**config.mk**
```make
export PLATFORM = sky130hd
export DESIGN_NAME = box_overlap
export DESIGN_NICKNAME = d
export VERILOG_FILES = /design/src/rtl/collision_checker_pkg.sv /design/src/rtl/collision_checker_box_overlap.sv
export VERILOG_INCLUDE_DIRS = /design/src /design/src/rtl
export SDC_FILE = /design/constraint.sdc
export NUM_CORES = 1
export LEC_CHECK = 0
export CORE_MARGIN = 2
export CORE_UTILIZATION = 50
export DETAILED_ROUTE_END_ITERATION = 8
export DONT_BUFFER_PORTS = 1
export GPL_ROUTABILITY_DRIVEN = 0
export GPL_TIMING_DRIVEN = 0
export PLACE_DENSITY = 0.64
export SETUP_SLACK_MARGIN = 0.3
export SLEW_MARGIN = 25
export SYNTH_ARGS = -nofsm -noshare
export SYNTH_HDL_FRONTEND = slang
export SYNTH_SLANG_ARGS = --single-unit
```
**constraint.sdc**
```tcl
create_clock -name vclk -period 3
set_clock_uncertainty 0.05 [all_clocks]
set_input_delay 0.3 -clock vclk [all_inputs]
set_output_delay 0.3 -clock vclk [all_outputs]
set_load 0.05 [all_outputs]
```
**src/rtl/define.v**
```verilog
// Shared record layout for game-object records and the collision constants.
// Record: {type, x, y, width, height}, type in the most significant bits.
`ifndef COLLISION_DEFINE_V
`define COLLISION_DEFINE_V

`define DATALEN         40
`define TYPESTART       36
`define TYPELEN         4
`define XSTART          26
`define XLEN            10
`define YSTART          16
`define YLEN            10
`define WIDTHSTART      8
`define WIDTHLEN        8
`define HEIGHTSTART     0
`define HEIGHTLEN       8

`define EMPTYTYPE       4'h0
`define PLAYERTYPE      4'h1
`define collisionMargin 2

`endif

```
**src/rtl/collision_checker_pkg.sv**
```systemverilog
// Shared types for the collision checker: record field positions, box struct,
// scan FSM states and the record-to-box unpack helper.
`include "define.v"

package collision_checker_pkg;

    localparam int DATALEN = `DATALEN;
    localparam int TYPE_LSB = `TYPESTART;
    localparam int TYPEW = `TYPELEN;
    localparam int X_LSB = `XSTART;
    localparam int XW = `XLEN;
    localparam int Y_LSB = `YSTART;
    localparam int YW = `YLEN;
    localparam int W_LSB = `WIDTHSTART;
    localparam int WW = `WIDTHLEN;
    localparam int H_LSB = `HEIGHTSTART;
    localparam int HW = `HEIGHTLEN;

    localparam logic [TYPEW-1:0] EMPTY_TYPE = `EMPTYTYPE;
    localparam logic [TYPEW-1:0] PLAYER_TYPE = `PLAYERTYPE;
    localparam int MARGIN = `collisionMargin;

    typedef struct packed {
        logic [XW-1:0] x;
        logic [YW-1:0] y;
        logic [WW-1:0] w;
        logic [HW-1:0] h;
    } box_t;

    typedef enum logic [2:0] {
        S_IDLE    = 3'd0,
        S_LATCH   = 3'd1,
        S_SCAN    = 3'd2,
        S_RESOLVE = 3'd3,
        S_HALT    = 3'd4
    } state_t;

    function automatic box_t unpack_box(input logic [DATALEN-1:0] rec);
        box_t b;
        b.x = rec[X_LSB +: XW];
        b.y = rec[Y_LSB +: YW];
        b.w = rec[W_LSB +: WW];
        b.h = rec[H_LSB +: HW];
        return b;
    endfunction

endpackage

```
**src/rtl/collision_checker_box_overlap.sv**
```systemverilog
// Combinational axis-aligned overlap test of box a (player) against box b
// (obstacle). With COLLISION_MARGIN_EN defined, b is shrunk by MARGIN per side.
module box_overlap
    import collision_checker_pkg::*;
(
    input  box_t a,
    input  box_t b,
    output logic overlap
);

    localparam int XS = XW + 1;
    localparam int YS = YW + 1;

    logic [XS-1:0] bx;
    logic [YS-1:0] by;
    logic [WW-1:0] bw;
    logic [HW-1:0] bh;
    logic          b_ok;

`ifdef COLLISION_MARGIN_EN
    // Anything no larger than twice the margin would shrink to nothing or
    // underflow, so it is rejected outright.
    always_comb begin
        b_ok = (b.w > WW'(2 * MARGIN)) && (b.h > HW'(2 * MARGIN));
        bx   = XS'(b.x) + XS'(MARGIN);
        by   = YS'(b.y) + YS'(MARGIN);
        bw   = b.w - WW'(2 * MARGIN);
        bh   = b.h - HW'(2 * MARGIN);
    end
`else
    always_comb begin
        b_ok = (b.w != '0) && (b.h != '0);
        bx   = XS'(b.x);
        by   = YS'(b.y);
        bw   = b.w;
        bh   = b.h;
    end
`endif

    always_comb begin
        overlap = b_ok
            && (XS'(a.x) < bx + XS'(bw))
            && (bx < XS'(a.x) + XS'(a.w))
            && (YS'(a.y) < by + YS'(bh))
            && (by < YS'(a.y) + YS'(a.h));
    end

endmodule

```
==> results of run 1 <==
[cells by family after synthesis]
logic type	count (synthesis)	share of synthesized area
AOI/OAI and AO/OA	86	0.2692
xor gates and xnor gates	32	0.1291
adders and majority gates	72	0.4288
buffers and inverters	13	0.02248
and+or+nand+nor	66	0.1504
[layout make-up]
class,instances,area (sq um),area share
repair buffers,4,30.03,0.01285
inverters,13,48.80,0.02089
multi-input cells,256,2195,0.9395
well taps,50,62.56,0.02678
[cell usage after synthesis (all sizes together) (2+ instances only)]
cell type | instances | area, sq um
ha | 68 | 850.8
o22ai | 2 | 12.51
fa | 4 | 80.08
nor4 | 2 | 12.51
a221oi | 2 | 23.77
nor3 | 5 | 25.02
o21ai | 15 | 75.07
or4 | 2 | 15.01
or3 | 3 | 18.77
o32ai | 2 | 17.52
a21oi | 27 | 138.9
a21o | 10 | 75.07
o21a | 4 | 30.03
and2 | 3 | 18.77
inv | 12 | 45.04
o21bai | 8 | 60.06
nor2b | 2 | 12.51
xnor2 | 17 | 148.9
nand2 | 22 | 82.58
nor2 | 8 | 30.03
nand2b | 5 | 31.28
xor2 | 15 | 131.4
a41oi | 5 | 51.30
a211oi | 3 | 22.52
nand3 | 10 | 50.05
[through the flow]
step | hold WS (ps) | worst slack, ps | setup TNS [ps]
2_1_floorplan | 885.9 | -303.6 | -303.6
3_3_place_gp | 905.5 | -548.4 | -548.4
3_5_place_dp | 902.6 | -544.8 | -544.8
4_1_cts | 902.3 | -382.1 | -382.1
5_1_grt | 947.5 | -614.8 | -614.8
6_report | 906.4 | -423.6 | -423.6
[repair_timing]
action,in CTS,in global routing
hold buffers,0,0
pin swaps,10,5
buffers inserted,3,1
resized for setup,3,7
cloned,0,0
endpoints found under the setup margin,1,1
[cells in the final DEF (no fill, tap or decap), drive strengths merged, types with 2 or more instances in the layout]
cell type,netlist,layout
a211oi,3,3
a21o,10,10
a21oi,27,27
a221oi,2,2
a41oi,5,5
and2,3,3
buf,0,4
fa,4,4
ha,68,68
inv,12,12
nand2,22,22
nand2b,5,5
nand3,10,10
nor2,8,8
nor2b,2,2
nor3,5,5
nor4,2,2
o21a,4,4
o21ai,15,15
o21bai,8,8
o22ai,2,2
o32ai,2,2
or3,3,3
or4,2,2
xnor2,17,17
xor2,15,15
[metal layers]
layer / share of wire / up-vias / GRT usage
met5: 0 / - / 0
met4: 0.0049 / 0 / 0.008547
met3: 0.063 / 2 / 0.02453
met2: 0.51 / 50 / 0.3820
met1: 0.42 / 866 / 0.2308
li1: - / 1028 / -
[where the power goes]
part / switching, uW / internal [uW] / total (uW) / leakage [uW]
sequential: 0 / 0 / 0 / 0
clock: 0 / 0 / 0 / 0
combinational: 289 / 273 / 562 / 0.00109
total: 289 / 273 / 562 / 0.00109
[path summary, 6_finish.rpt]
kind | start | to | slack [ps] | depth (start not counted)
worst max-delay path | b[8] | overlap | -420 | 14
worst min-delay path | b[24] | overlap | 910 | 3
==> results by group, run 1 <==
Global routing
  – Pin count of the biggest net entering global routing: 7
  – GRT Overall Usage: 0.1936
  – Antenna violations before repair: 0
  – Gr ovfl total: 0
  – Number of global-route vias before repair: 1946
  – Wire length of the first global-routing pass: 8114 um

Route
  – Drt first pass iters: 4
  – DRC errors left: 0
  – Number of nets still failing antenna checks after routing: 0
  – 1st-iter DRT viols: 48
  – Wire length per cell: 14.61 um
  – Drt total wl: 4720 um
  – Detailed-route via count: 1946
  – Vias per Instance: 6.025

Power and ir drop
  – Total power draw: 562.5 uW
  – Power density over the cells: 240.8 nW/um^2
  – Max VDD drop: 0.1086 mV
  – LEAKAGE: 0.001090 uW

Cells and area
  – Area added between synthesis and finish: 7.608%
  – Layout Cells excl Fill: 323
  – Net total in the final layout: 419
  – Filler cell count: 398
  – Design Area, Final: 2336 sq um
  – Utilization after layout: 0.5716
  – Area taken by flip-flops and latches: 0 sq um
  – Number of flip-flops and latches: 0
  – Antenna fix cells: 0
  – Number of clock buffers in the layout: 0
  – Proportion of layout cells with a drive suffix above 1: 0.08791

Critical path
  – Critical path cell sequence: ha_4, fa_2, a21oi_2, o21bai_2, a221oi_2, buf_4, xnor2_1, ha_1, a22oi_2, nand3_2, a41oi_2, o21a_1, o32ai_2, and4b_4
  – Worst setup path category: in2out
  – Data arrival time at the worst-slack endpoint: 3070 ps
  – Critical path's top delay family: compound AO/OA/AOI/OAI gates
  – Category of the worst setup path launch point: input port
  – Required arrival time at the worst endpoint: 2650 ps
  – Slowest cell on the critical path: sky130_fd_sc_hd__and4b_4
  – Maximum cell stage delay along the critical path: 460 ps
  – Critical path endpoint category: output pin
  – Crit Path Max Fanout: 3
  – Critical path buffers and inverters: 1

Synth
  – Number of standard cells after synthesis: 269
  – Area of the mapped netlist: 2171 sq um
  – Count of different cell masters after synthesis: 43
  – Synth warnings: 0
  – Net count after synthesis: 413
  – Synthesized area divided by synthesized cell count: 8.070 sq um
  – Seq/Total Area, Yosys: 0

Timing
  – RSZ-0062 raised after global routing: yes
  – Fraction of the cycle the final worst path needs: 1.141
  – Tightest Pin Transition: 343.1 ps
  – Final setup violation count: 1
  – Final-report hold violation count: 0
  – Max Clock Freq: 292.1 MHz
  – Worst rel slew slack: 0.7688
  – Setup WS post-layout: -423.6 ps
  – Number of pins exceeding their max-slew limit in the final report: 0
  – Min cycle time layout: 3424 ps

Floorplan
  – Placeable core region: 4086 sq um
  – Horizontal extent of the die: 69.89 um
  – # IOs: 73
  – Initial Utilization: 0.5312
  – Area enclosed by the die boundary: 4885 sq um
  – Chip Height: 69.89 um
  – Site row count: 23

Place
  – Cell Count Post-Placement: 319
  – Cell area after placement: 2256 sq um
  – Post-DP HPWL: 4294 um
  – Port Buffer Count: 0

Outcome
  – Violations in the final reports: setup timing
  – Run status: finished with violations

Hold path
  – Kind of path behind the tightest hold check: in2out

Run
  – Max-cap viol count: 0
No activity file was read; power rests on OpenSTA's default activity.
==> run 2: changes to the inputs <==
--- a/config.mk
+++ b/config.mk
@@ -7,12 +7,12 @@
 export NUM_CORES = 1
 export LEC_CHECK = 0
 export CORE_MARGIN = 2
-export CORE_UTILIZATION = 50
+export CORE_UTILIZATION = 44
 export DETAILED_ROUTE_END_ITERATION = 8
 export DONT_BUFFER_PORTS = 1
 export GPL_ROUTABILITY_DRIVEN = 0
 export GPL_TIMING_DRIVEN = 0
-export PLACE_DENSITY = 0.64
+export PLACE_DENSITY = 0.57
 export SETUP_SLACK_MARGIN = 0.3
 export SLEW_MARGIN = 25
 export SYNTH_ARGS = -nofsm -noshare
==> run 2 against run 1 <==
The run still ends with setup timing left. Maximum frequency is 0.27% higher. Die area is 13% higher. Core utilization is 6.8 points lower. Final cell count is 6.5% higher. Sequential share of layout area stayed put. Hold slack better by 4.0 ps.
==> results by group, run 2 (synthesis gave the netlist of run 1 again) <==
Outcome
  – Run status: finished with violations
  – Violations in the final reports: setup timing

Critical path
  – Crit Path Max Fanout: 2 (-1)
  – Worst setup path category: in2out
  – Required arrival time at the worst endpoint: 2650 ps (about the same)
  – Data arrival time at the worst-slack endpoint: 3060 ps (about the same)
  – Category of the worst setup path launch point: input port
  – Critical path endpoint category: output pin

Timing
  – Worst rel slew slack: 0.7542 (-0.01457)
  – Minimum hold slack: 910.5 ps (+4.003 ps)
  – RSZ-0062 raised after global routing: yes
  – Number of pins exceeding their max-slew limit in the final report: 0 (unchanged)
  – Max Clock Freq: 292.9 MHz (+0.27%)
  – Final setup violation count: 1 (unchanged)
  – Final-report hold violation count: 0 (unchanged)
  – Fraction of the cycle the final worst path needs: 1.138 (-0.003125)
  – Tightest Pin Transition: 364.7 ps (+21.62 ps)
  – Min cycle time layout: 3414 ps (-9.376 ps)
  – Setup WS post-layout: -414.3 ps (+9.376 ps)

Cells and area
  – Number of flip-flops and latches: 0 (unchanged)
  – Most frequent cells in the layout: sky130_fd_sc_hd__ha_1 (67), sky130_fd_sc_hd__nand2_1 (22), sky130_fd_sc_hd__a21oi_1 (21)
  – Filler cell count: 487 (+22%)
  – Net total in the final layout: 423 (+0.95%)
  – Area taken by flip-flops and latches: 0 sq um (unchanged)
  – Area added between synthesis and finish: 10.32%
  – Leading cell type in the layout, fill and taps excluded: sky130_fd_sc_hd__ha_1
  – Proportion of layout cells with a drive suffix above 1: 0.09747 (+0.009561)
  – Number of clock buffers in the layout: 0 (unchanged)
  – Antenna fix cells: 0 (unchanged)

Global routing
  – Gr ovfl total: 0 (unchanged)
  – Antenna violations before repair: 0 (unchanged)
  – Pin count of the biggest net entering global routing: 7 (unchanged)
  – Number of global-route vias before repair: 1979 (+1.7%)
  – GRT Overall Usage: 0.1833 (-0.01030)
  – Wire length of the first global-routing pass: 8135 um (+0.26%)

Floorplan
  – # IOs: 73 (unchanged)
  – Site row count: 25 (+8.7%)
  – Placeable core region: 4755 sq um (+16%)
  – Horizontal extent of the die: 74.24 um (+6.2%)
  – Initial Utilization: 0.4566 (-0.07465)
  – Chip Height: 74.24 um (+6.2%)
  – Area enclosed by the die boundary: 5512 sq um (+13%)

Power and ir drop
  – Total power draw: 570.3 uW (+1.4%)
  – LEAKAGE: 0.001112 uW (+2.0%)
  – Power density over the cells: 238.1 nW/um^2 (-1.1%)
  – Max VDD drop: 0.1099 mV (+1.1%)

Route
  – Drt first pass iters: 4 (unchanged)
  – Drt total wl: 4894 um (+3.7%)
  – Vias per Instance: 5.613 (-6.8%)
  – Detailed-route via count: 1931 (-0.77%)
  – 1st-iter DRT viols: 26 (-46%)
  – Wire length per cell: 14.23 um (-2.6%)
  – Number of nets still failing antenna checks after routing: 0 (unchanged)
  – DRC errors left: 0 (unchanged)

Clocking
  – Hold-fix buffers at CTS: 0 (unchanged)

Place
  – Port Buffer Count: 0 (unchanged)
  – Post-DP HPWL: 4469 um (+4.1%)

Run
  – Max-cap viol count: 0 (unchanged)

Hold path
  – Kind of path behind the tightest hold check: in2out
run 2: final timing paths:
kind,from,end,depth (start not counted)
min,b[24],overlap,3
max,b[8],overlap,14
run 2: per-stage QoR:
step / instances / utilization / cell area (sq um) / setup WS (ps) / setup TNS, ps
2_1_floorplan: 269 / - / 2193 / -303.6 / -303.6
3_3_place_gp: 336 / 0.4789 / 2277 / -574.5 / -574.5
3_5_place_dp: 336 / 0.4789 / 2277 / -620.0 / -620.0
4_1_cts: 341 / 0.4889 / 2325 / -453.0 / -453.0
5_1_grt: 344 / 0.5037 / 2395 / -557.2 / -557.2
6_report: 344 / 0.5037 / 2395 / -414.3 / -414.3
run 2: worst max-delay path, cell delays in order:
cell                       delay [ps]
sky130_fd_sc_hd__ha_4             140
sky130_fd_sc_hd__fa_2             370
sky130_fd_sc_hd__a21oi_2          150
sky130_fd_sc_hd__o21bai_2         110
sky130_fd_sc_hd__a221oi_4         300
sky130_fd_sc_hd__a21oi_2          100
sky130_fd_sc_hd__xnor2_1          130
sky130_fd_sc_hd__ha_1             290
sky130_fd_sc_hd__a22oi_1          170
sky130_fd_sc_hd__nand3_1          120
sky130_fd_sc_hd__a41oi_2          160
sky130_fd_sc_hd__o21a_1           160
sky130_fd_sc_hd__o32ai_1          100
sky130_fd_sc_hd__and4b_4          460
run 2: routing by layer:
metal	global-route usage	wire [um]	vias up
met5	0	0	-
met4	0.01786	53	0
met3	0.01762	230	4
met2	0.3720	2504	38
met1	0.2116	2106	853
li1	-	-	1036
run 2: final cells by class:
cell class / count / area (sq um) / area share
tap: 67 / 83.83 / 0.03501
timing repair buffer: 8 / 63.81 / 0.02665
multi-input combinational: 256 / 2198 / 0.9180
inverter: 13 / 48.80 / 0.02038
run 2: timing repair:
item / 4_1_cts / 5_1_grt
setup buffers: 5 / 3
resized for setup: 2 / 10
pin swaps: 10 / 9
endpoints found under the setup margin: 1 / 1
run 2: power by group:
part           total, uW  internal (uW)  switching, uW
logic                570            281            289
clock network          0              0              0
registers              0              0              0
total                570            281            289
